<file path="config.mk">
export PLATFORM = sky130hd
export DESIGN_NAME = fifo_stream_reader_128
export DESIGN_NICKNAME = d
export VERILOG_FILES = /design/src/rtl/fifo_pkg.sv /design/src/rtl/fifo_stream_reader_128_skid.sv /design/src/rtl/fifo_stream_reader_128.sv
export SDC_FILE = /design/constraint.sdc
export NUM_CORES = 1
export LEC_CHECK = 0
export BUFFER_PORTS_ARGS = -buffer_cell sky130_fd_sc_hd__buf_2
export CORE_MARGIN = 8
export CORE_UTILIZATION = 25
export DETAILED_ROUTE_END_ITERATION = 12
export PLACE_DENSITY = 0.48
export SYNTH_ARGS = -nofsm -noshare
export SYNTH_HDL_FRONTEND = slang
export SYNTH_HIERARCHICAL = 1
export SYNTH_SLANG_ARGS = --single-unit
</file>
<file path="constraint.sdc">
create_clock -name clk -period 3.2 [get_ports clk]
set_input_delay 0 -clock clk [delete_from_list [all_inputs] [get_ports clk]]
set_output_delay 0 -clock clk [all_outputs]
set_load 0.01 [all_outputs]
</file>
<file path="src/rtl/fifo_pkg.sv">
// rtl/fifo_pkg.sv - shared constants and reader state encoding for the 128-bit FIFO path
package fifo_pkg;
  localparam int DATA_W = 128;
  localparam int DEPTH  = 8;

  typedef enum logic [1:0] {
    IDLE   = 2'd0,
    STREAM = 2'd1,
    FLUSH  = 2'd2
  } rd_state_e;
endpackage

</file>
<file path="src/rtl/fifo_stream_reader_128_skid.sv">
// rtl/fifo_stream_reader_128_skid.sv - 2-entry in-order buffer between FIFO capture and the output stream
module skid_buf_2 import fifo_pkg::*; #(
  parameter int DATA_W = fifo_pkg::DATA_W
) (
  input  logic              clk,
  input  logic              rst_n,
  input  logic              push,
  input  logic [DATA_W-1:0] push_data,
  input  logic              pop,
  input  logic              clear,
  output logic              valid,
  output logic [DATA_W-1:0] head_data,
  output logic [1:0]        occ
);
  logic [DATA_W-1:0] tail_data;

  always_ff @(posedge clk or negedge rst_n) begin
    if (!rst_n) begin
      head_data <= '0;
      tail_data <= '0;
      occ       <= 2'd0;
    end else if (clear) begin
      occ <= 2'd0;
    end else begin
      case ({push, pop})
        2'b10: begin
          if (occ == 2'd0) head_data <= push_data;
          else             tail_data <= push_data;
          occ <= occ + 2'd1;
        end
        2'b01: begin
          head_data <= tail_data;
          occ       <= occ - 2'd1;
        end
        2'b11: begin
          // occ is unchanged; the capture lands behind the new head
          if (occ == 2'd2) head_data <= tail_data;
          else             head_data <= push_data;
          tail_data <= push_data;
        end
        default: ;
      endcase
    end
  end

  assign valid = (occ != 2'd0);
endmodule

</file>
<file path="src/rtl/fifo_stream_reader_128.sv">
// rtl/fifo_stream_reader_128.sv - FIFO read engine: pops, captures and streams words, with flush and counters
module fifo_stream_reader_128 import fifo_pkg::*; #(
  parameter int DATA_W = fifo_pkg::DATA_W,
  parameter int CNT_W  = 16
) (
  input  logic              clk,
  input  logic              rst_n,
  input  logic              en_i,
  input  logic              flush_i,
  input  logic              fifo_empty_i,
  input  logic [DATA_W-1:0] fifo_data_i,
  output logic              fifo_rd_en_o,
  output logic              m_valid_o,
  input  logic              m_ready_i,
  output logic [DATA_W-1:0] m_data_o,
  output logic              busy_o,
  output logic              flush_done_o,
  output logic [CNT_W-1:0]  beat_cnt_o,
  output logic [CNT_W-1:0]  drop_cnt_o
);
  rd_state_e  state, state_nx;
  logic       pend;
  logic [1:0] occ;
  logic       pop, push, flush_enter;
  logic [2:0] fill;
  logic [1:0] drop_inc;

  skid_buf_2 #(.DATA_W(DATA_W)) u_skid (
    .clk       (clk),
    .rst_n     (rst_n),
    .push      (push),
    .push_data (fifo_data_i),
    .pop       (pop),
    .clear     (flush_enter),
    .valid     (m_valid_o),
    .head_data (m_data_o),
    .occ       (occ)
  );

  assign pop         = m_valid_o & m_ready_i;
  assign flush_enter = flush_i && (state != FLUSH);
  // the in-flight word is discarded, not captured, on the flush entry edge
  assign push        = pend && (state != FLUSH) && !flush_enter;
  assign fill        = {1'b0, occ} + {2'b0, pend} - {2'b0, pop};
  assign busy_o      = (state != IDLE) || pend || (occ != 2'd0);

  always_comb begin
    state_nx     = state;
    fifo_rd_en_o = 1'b0;
    flush_done_o = 1'b0;
    drop_inc     = 2'd0;
    case (state)
      IDLE: begin
        if (flush_i) begin
          state_nx = FLUSH;
          drop_inc = occ - {1'b0, pop} + {1'b0, pend};
        end else if (en_i) begin
          state_nx = STREAM;
        end
      end
      STREAM: begin
        fifo_rd_en_o = en_i && !fifo_empty_i && (fill < 3'd2);
        if (flush_i) begin
          state_nx = FLUSH;
          drop_inc = occ - {1'b0, pop} + {1'b0, pend};
        end else if (!en_i) begin
          state_nx = IDLE;
        end
      end
      FLUSH: begin
        fifo_rd_en_o = !fifo_empty_i;
        drop_inc     = {1'b0, pend};
        if (fifo_empty_i && !pend) begin
          state_nx     = IDLE;
          flush_done_o = 1'b1;
        end
      end
      default: state_nx = IDLE;
    endcase
  end

  always_ff @(posedge clk or negedge rst_n) begin
    if (!rst_n) begin
      state      <= IDLE;
      pend       <= 1'b0;
      beat_cnt_o <= '0;
      drop_cnt_o <= '0;
    end else begin
      state      <= state_nx;
      pend       <= fifo_rd_en_o & !fifo_empty_i;
      beat_cnt_o <= beat_cnt_o + CNT_W'(pop);
      drop_cnt_o <= drop_cnt_o + CNT_W'(drop_inc);
    end
  end
endmodule

</file>
# Word level (Yosys, flattened, before mapping)
# Index checks and enable logic that the tools add are counted.
# totals
ramBits	0
romBits	0
reg_bits	293
memories	0
latch_bits	0
# op_classes
div_mod_pow	0
magnitude_cmp	1
mux	18
shift	0
n_addsub	8
bitwise	3
multipliers	0
n_reduce_logical	22
eq_ne	12
# op_table
cell	count
$mux 128	3
$pmux 128 s3	1
$pmux 128 s2	1
$add 16x1->16	1
$add 16x2->16	1
$mux 2	7
$reduce_and 3->1	3
$eq 2x2->1 const B	4
$pmux 2 s2	2
$logic_and 1x1->1	6
$ne 2x2->1 const B	3
$ne 3x3->1 const B	2
$pmux 2 s3	1
$reduce_bool 2->1	3
$reduce_bool 3->1	2
$eq 2x1->1 const B	2
$logic_not 2->1	2
$add 2x1->3	1
$logic_not 1->1	3
$lt 3x2->1 const B	1
$sub 3x1->3	1
$add 2x1->2	1
$add 2x1->2 const B	1
$and 1x1->1	2
other kinds (8)	10

# Depth between registers and ports, before layout
# Gate-level depths: netlist (run 1).
# depth
depth_word	7
mapped_depth	14
mapped_depth_nobuf	14

# By module
# Netlist (run 1), hierarchy kept.
# by_module_without_submodules
module	cells_each	area_per_inst_um2	seq_area_each_um2	instances
skid_buf_2	843	11494.8	6456.2	1
fifo_stream_reader_128	155	1739.2	875.8	1

# Least setup slack after synthesis (run 1)
# OpenSTA, ideal clock, no wires.
# synth_path
kind	flip-flop to flip-flop
startpoint	register u_skid.occ[0]
endpoint	register drop_cnt_o[10]
path_buffers	0
period_less_slack_ns	3.143
stages_incl_launch_ff	14
path_slack_ns	0.057
t_arrival_ns	3.018
path_cell_list	dfrtp_1 > nor2_2 > inv_2 > nand2_1 > xnor2_1 > ha_1 > inv_1 > fa_1 > or2_2 > fa_1 > and2b_1 > and3_1 > nand4_1 > xnor2_1
# synth_between
elab_chain_len	7
# synth_rtl
element	line	rtl
start: declaration	fifo_stream_reader_128_skid.sv:13	output logic [1:0] occ
start signal: assignment	fifo_stream_reader_128_skid.sv:29	occ <= occ + 2'd1;
start signal: assignment	fifo_stream_reader_128_skid.sv:33	occ <= occ - 2'd1;
$reduce_bool 2->1	fifo_stream_reader_128_skid.sv:46	assign valid = (occ != 2'd0);
via m_valid_o	fifo_stream_reader_128.sv:13	output logic m_valid_o,
$and 1x1->1	fifo_stream_reader_128.sv:40	assign pop = m_valid_o & m_ready_i;
$sub 2x1->2	fifo_stream_reader_128.sv:56, fifo_stream_reader_128.sv:65	
$add 2x1->2	fifo_stream_reader_128.sv:56, fifo_stream_reader_128.sv:65	
$mux 2	fifo_stream_reader_128.sv:54, fifo_stream_reader_128.sv:63	
$pmux 2 s2	fifo_stream_reader_128.sv:52	case (state)
$add 16x2->16	fifo_stream_reader_128.sv:92	drop_cnt_o <= drop_cnt_o + CNT_W'(drop_inc);
end signal: assignment	fifo_stream_reader_128.sv:92	
end: declaration	fifo_stream_reader_128.sv:19	output logic [CNT_W-1:0] drop_cnt_o
# The timed path passes the listed nets, and every way through them passes these cells.
# A chain may end at the register's enable or synchronous reset.

# Final worst setup path (run 1)
# layout_path
startpoint	register u_skid.occ[0]
endpoint	register drop_cnt_o[10]
# layout_between
elab_chain_len	7
# layout_rtl
element	line
$reduce_bool 2->1	fifo_stream_reader_128_skid.sv:46
$and 1x1->1	fifo_stream_reader_128.sv:40
$sub 2x1->2 *	fifo_stream_reader_128.sv:56, fifo_stream_reader_128.sv:65
$add 2x1->2 *	fifo_stream_reader_128.sv:56, fifo_stream_reader_128.sv:65
$mux 2 *	fifo_stream_reader_128.sv:54, fifo_stream_reader_128.sv:63
$pmux 2 s2 *	fifo_stream_reader_128.sv:52
$add 16x2->16 *	fifo_stream_reader_128.sv:92
# Every way passes the cells marked *; elsewhere a longest branch is shown, timed or not.

==> reports/metrics.cfg, run 1 <==
[clock_network]
cts_tree=yes
htree_num_levels=2
cts_buffer_depth=3
postCtsSetupBuffers=0
clk_pin_slew_ns=0.06
clock_sinks=293
cts_buffers=36
clockRootBuffer=clkbuf_16
clk_latency_ns=0.54

[floorplanning]
fp.coreArea_um2=52400
start_util_pct=25.2
die_y_um=246
rows=84
die_w_um=246
die-area_um2=60600
io_pins=298

[timing]
finalSetupTns_ns=0
setup-violations-final=0
worst_slew_pin_slew_ns=0.830
skew_ns=0.0162
period_share_pct=94.1
timing.final.hold_violations=0
fmax_mhz=332
rsz0062_at_grt=no
relSlewSlack_pct=44.7
layout_setup_ws_ns=0.190
slew_violations=0
period_needed_ns=3.01

[placed_design]
numPortBuffers=297
placed_cell_area_um2=15500
gp_congestion=0.742
place_ws_ns=0.110
placed_cells=1967
hpwl_mm=24.2

[synthesis]
ys_ff_latch=293
synth_top_area_share_pct=55.4
synth_edf_count=0
synth_xor_area_share_pct=2.18
synthDistinctLibCells=48
synth_fp_nets=1142
synth_ff_type=dfrtp_1
synthCells=998
synthMostInstantiatedCell=dfrtp_1
synthTopCellsByArea=dfrtp_1, mux2_4, mux2i_1
synthAdderAreaFrac_pct=1.06
synth_top_family_by_area=multiplexers
synthMuxAreaShare_pct=24.0
synth_compound_area_share_pct=5.76
synth_common_cells=dfrtp_1, nor2_1, a21oi_1, mux2i_1, mux2_4
synth_warnings=6
async_flop_share_pct=100
yosysTopAreaCell=dfrtp_1
ys_seq_area_share_pct=55.4
synthSimpleGateAreaFrac_pct=6.61
syn_area_um2=13200
syn_area_per_cell_um2=13.3

[grt]
antenna_found_initial=1
grt.overflow.total=0
track_usage_pct=11.6
first_global_vias=9990
grt_pass1_wl_mm=57.0
grt_max_degree=94

[finish]
fin_area_um2=18000
syn_to_final_growth_pct=36.4
regArea_um2=7330
layout-drive-gt1-share_pct=36.0
diodes=0
stdcell_count=2164
n_fill_cell=5159
multi_input_area_um2=5260
fin_nets=1594

[route]
dr.pass1.iters=4
vias=9187
avgViaCountPerCell=4.25
drt-initial-drc-count=413
drc=0
wire_per_inst_um=16.5
routed_wl_mm=35.7
ant_nets=0

[setup_path]
slowest_delay_ns=0.46
critPathLaunchType=flop
arrival_ns=3.42
crit_type=flop to flop
critPathMaxFanout=4
r2r_slack_ns=0.19
worstPathRequired_ns=3.61
timing.rr.start=u_skid/occ[0]$_DFFE_PN0P_
reg2reg_depth=13
crit_top_cell=xnor2_1
path_cells=nor2_2, inv_2, nand2_1, xnor2_1, ha_1, inv_1, fa_1, or2_2, fa_2, and2b_2, and3_4, nand4_1, xnor2_1
end_kind=flop
cp_slowest_cell=fa_1
r2r_end=drop_cnt_o[10]$_DFF_PN0_

[pwr]
p_leak_nw=9.43
p_per_area_nw_per_um2=845
power_mw=15.2
ir_drop_mv=0.338

[min_path]
hold_path_class=input port to asynchronous set/reset pin

[outcome]
status=completed

[job]
drv_cap=0

flip-flops by register name (all words and copies together) (netlist names):
| register | cells |
|---|---|
| u_skid/head_data | 128 |
| u_skid/tail_data | 128 |
| drop_cnt_o | 16 |
| u_skid/occ | 2 |
| state | 2 |
| pend | 1 |
| beat_cnt_o | 16 |
cell families after synthesis:
kind of cell,Yosys count
compound gates,144
fa+ha+maj,10
flops,293
simple gates,193
mux,256
buf+inv,69
xor+xnor,33
routing by layer:
metal	up-vias	GRT usage (%)	part of all wire, %
met2	223	18.6	46
met1	4542	14.9	45
met5	-	0	0.036
met3	63	3.32	6.1
li1	4357	-	-
met4	2	3.73	2.7
area by class of cell:
type,count,area share [%]
Clock inverter,16,0.977
Sequential cell,293,40.6
Inverter,13,0.270
Tap cell,688,4.77
Multi-Input combinational cell,636,29.1
Timing Repair Buffer,470,18.6
Clock buffer,48,5.64
worst max-delay path, delay by kind of cell (launching register included):
family                   cells  cell delay, ns
adder cells (fa/ha/maj)      3            1.01
flip-flops                   1            0.38
XOR/XNOR                     2            0.27
buffers and inverters        2            0.10
AND/OR/NAND/NOR              6            1.13
power by group:
group / switching (mW) / internal, mW / total (mW) / leakage (nW)
clock network: 1.65 / 2.49 / 4.13 / 0.579
logic: 2.58 / 2.56 / 5.14 / 5.21
registers: 0.876 / 5.10 / 5.97 / 3.64
worst max path at each step:
stage | startpoint | to
floorplan | u_skid/occ[0]$_DFFE_PN0P_ | drop_cnt_o[10]$_DFF_PN0_
global placement | u_skid/occ[0]$_DFFE_PN0P_ | drop_cnt_o[10]$_DFF_PN0_
detailed placement | u_skid/occ[0]$_DFFE_PN0P_ | drop_cnt_o[10]$_DFF_PN0_
CTS | u_skid/occ[0]$_DFFE_PN0P_ | drop_cnt_o[10]$_DFF_PN0_
global route | u_skid/occ[0]$_DFFE_PN0P_ | drop_cnt_o[10]$_DFF_PN0_
finish | u_skid/occ[0]$_DFFE_PN0P_ | drop_cnt_o[10]$_DFF_PN0_
per-stage QoR:
| stage | hold slack, ns | utilization, % |
|---|---|---|
| floorplan | -0.296 | - |
| global placement | 0.113 | 29.6 |
| detailed placement | 0.110 | 29.6 |
| CTS | 0.111 | 34.4 |
| global route | 0.143 | 34.4 |
| finish | 0.0989 | 34.4 |
layout by cell type, fill, tap and decap left out, types with 4 or more instances in the layout:
master / netlist / layout
buf_2: 24 / 296
dfrtp_1: 293 / 293
nor2_1: 136 / 136
dlygate4sd3_1: 0 / 133
a21oi_1: 131 / 131
mux2i_1: 128 / 128
mux2_4: 120 / 120
clkbuf_16: 0 / 37
xnor2_1: 23 / 23
buf_4: 3 / 22
buf_12: 11 / 18
nand2_1: 14 / 14
inv_1: 11 / 11
xor2_1: 10 / 10
ha_1: 8 / 8
mux2_1: 8 / 8
nand3_1: 7 / 7
clkbuf_1: 1 / 6
clkinv_2: 0 / 6
o21ai_0: 5 / 5
and3_1: 6 / 5
clkbuf_8: 0 / 5
nand2b_1: 4 / 4
nor3_1: 4 / 4
clkinvlp_4: 0 / 4
what timing repair did:
item	4_1_cts	5_1_grt
endpoints found under the hold margin	356	0
setup endpoints to repair	0	4
gates resized for setup	0	3
hold buffers	133	0
(Power assumes the default switching activity.)
==> inputs of run 2 (changes only) <==
Settings changed: PLACE_DENSITY 0.48 to 0.47, REMOVE_ABC_BUFFERS set to 1, SYNTH_HIERARCHICAL 1 to unset.
==> reports/metrics.cfg, run 2 <==
[outcome]
status=completed

[setup_path]
slowest_delay_ns=0.45
crit_type=flop to flop
end_kind=flop
path_cells=and3b_1, nand2b_1, ha_1, inv_1, fa_1, or3_1, fa_2, nor3_2, buf_4, nand4_1, xnor2_1
r2r_slack_ns=0.21
critPathLaunchType=flop
reg2reg_depth=11
critPathMaxFanout=4
arrival_ns=3.40
cp_slowest_cell=fa_1
timing.rr.start=u_skid.occ[0]$_DFFE_PN0P_
worstPathRequired_ns=3.60
r2r_end=drop_cnt_o[10]$_DFF_PN0_

[route]
drc=0
avgViaCountPerCell=4.20
routed_wl_mm=34.0
ant_nets=0
wire_per_inst_um=16.7
drt-initial-drc-count=276
dr.pass1.iters=4
vias=8567

[clock_network]
cts_buffers=37
htree_num_levels=2
clk_pin_slew_ns=0.06
cts_buffer_depth=3
clock_sinks=293
clockRootBuffer=clkbuf_16
cts_tree=yes
clk_latency_ns=0.52

[grt]
track_usage_pct=10.9
grt_max_degree=93
first_global_vias=9312
grt_pass1_wl_mm=53.0
grt.overflow.total=0
antenna_found_initial=3

[floorplanning]
rows=85
die_w_um=248
die-area_um2=61300
start_util_pct=25.1
fp.coreArea_um2=53400
io_pins=298
die_y_um=248

[synthesis]
synth_common_cells=dfrtp_1, mux2_2, mux2_4, buf_2, xnor2_1
synth_warnings=0
ys_ff_latch=293
ys_seq_area_share_pct=54.7
async_flop_share_pct=100
syn_area_um2=13400
synth_top_area_share_pct=54.7
synthMostInstantiatedCell=dfrtp_1
synthDistinctLibCells=40
synth_edf_count=0
synthCells=860
yosysTopAreaCell=dfrtp_1
syn_area_per_cell_um2=15.6
synthTopCellsByArea=dfrtp_1, mux2_2, mux2_4
synth_ff_type=dfrtp_1

[timing]
slew_violations=0
rsz0062_at_grt=no
period_share_pct=93.6
fmax_mhz=334
skew_ns=0.0104
finalSetupTns_ns=0
timing.final.hold_violations=0
period_needed_ns=2.99
holdWs_ns=0.103
layout_setup_ws_ns=0.205
setup-violations-final=0
relSlewSlack_pct=35.6
worst_slew_pin_slew_ns=0.956

[pwr]
p_leak_nw=8.83
p_per_area_nw_per_um2=754
ir_drop_mv=0.345
power_mw=13.8

[finish]
fin_nets=1460
layout_common_cells=buf_2, dfrtp_1, mux2_2
layout-drive-gt1-share_pct=57.5
layout_commonest_cell=buf_2
top_regs=u_skid.head_data (128), u_skid.tail_data (128)
syn_to_final_growth_pct=36.2

[min_path]
hold_path_class=input port to asynchronous set/reset pin

[placed_design]
numPortBuffers=297
hpwl_mm=23.0
place_ws_ns=-0.0161
gp_congestion=0.713

[job]
drv_cap=0

## run 2: cell count changes in the layout (fill, tap and decap cells not counted), moves of 5 or more
| cell | previous run | this run |
|---|---|---|
| mux2i_1 | 128 | 0 |
| buf_12 | 18 | 10 |
| mux2_1 | 8 | 0 |
| nor2_1 | 136 | 10 |
| clkbuf_1 | 6 | 12 |
| mux2_2 | 0 | 265 |
| xnor2_1 | 23 | 18 |
| a21oi_1 | 131 | 4 |
## run 2: stage by stage
stage / cells / utilization [%] / area [um^2]
after floorplan: 816 / - / 13100
after global placement: 1838 / 29.6 / 15800
after detailed placement: 1838 / 29.6 / 15800
after CTS: 2035 / 34.2 / 18300
after global routing: 2037 / 34.2 / 18300
final: 2038 / 34.2 / 18300
## run 2: where the power goes
group | switching (mW) | total, mW | internal [mW]
logic | 1.84 | 4.16 | 2.32
clock network | 1.58 | 3.88 | 2.30
registers | 0.724 | 5.74 | 5.01
## run 2: critical path, delay by kind of cell, from the launching register on
family / cells / cell delay, ns
buf+inv: 2 / 0.20
simple gates: 5 / 1.17
flops: 1 / 0.37
fa+ha+maj: 3 / 1.01
xor+xnor: 1 / 0.14
## run 2: worst max path at each step
stage	start	to	cells past startpoint
CTS	u_skid.occ[0]$_DFFE_PN0P_	drop_cnt_o[10]$_DFF_PN0_	11
finish	u_skid.occ[0]$_DFFE_PN0P_	drop_cnt_o[10]$_DFF_PN0_	11
global route	u_skid.occ[0]$_DFFE_PN0P_	drop_cnt_o[10]$_DFF_PN0_	11
global placement	u_skid.occ[0]$_DFFE_PN0P_	drop_cnt_o[13]$_DFF_PN0_	12
floorplan	state[0]$_DFFE_PN0P_	u_skid.head_data[0]$_DFFE_PN0P_	6
detailed placement	u_skid.occ[0]$_DFFE_PN0P_	drop_cnt_o[13]$_DFF_PN0_	12
## run 2: area by class of cell
| class | instances | area (um^2) |
|---|---|---|
| fillers | 5284 | 35100 |
| flip-flops and latches | 293 | 7330 |
| multi-input cells | 512 | 5720 |
| repair buffers | 461 | 3190 |
| clock buffers | 56 | 1070 |
| well taps | 696 | 871 |
| clock inverters | 7 | 48.8 |
| inverters | 11 | 41.3 |
| diodes | 2 | 5.00 |
## run 2: layer usage
layer | global-route usage (%) | vias to the layer above | routed length, um
met3 | 3.69 | 54 | 2380
met5 | 0 | - | 13
met2 | 17.5 | 210 | 15800
met4 | 3.22 | 2 | 766
li1 | - | 3970 | -
met1 | 13.8 | 4331 | 15000
## run 2: cells by family after synthesis
family                   Yosys count  share of synthesized area, %
buffers and inverters             55                          2.98
AO/OA/AOI/OAI                     21                          1.05
flip-flops                       293                          54.7
adder cells (fa/ha/maj)           10                          1.04
AND/OR/NAND/NOR                   66                          2.62
multiplexers                     385                          35.7
XOR/XNOR                          30                          1.96
## run 2: timing repair
action,CTS,global route
pin swaps,0,2
hold endpoints to repair,348,0
hold buffers,134,0
buffers inserted,0,1
gates resized for setup,1,2
endpoints found under the setup margin,2,5
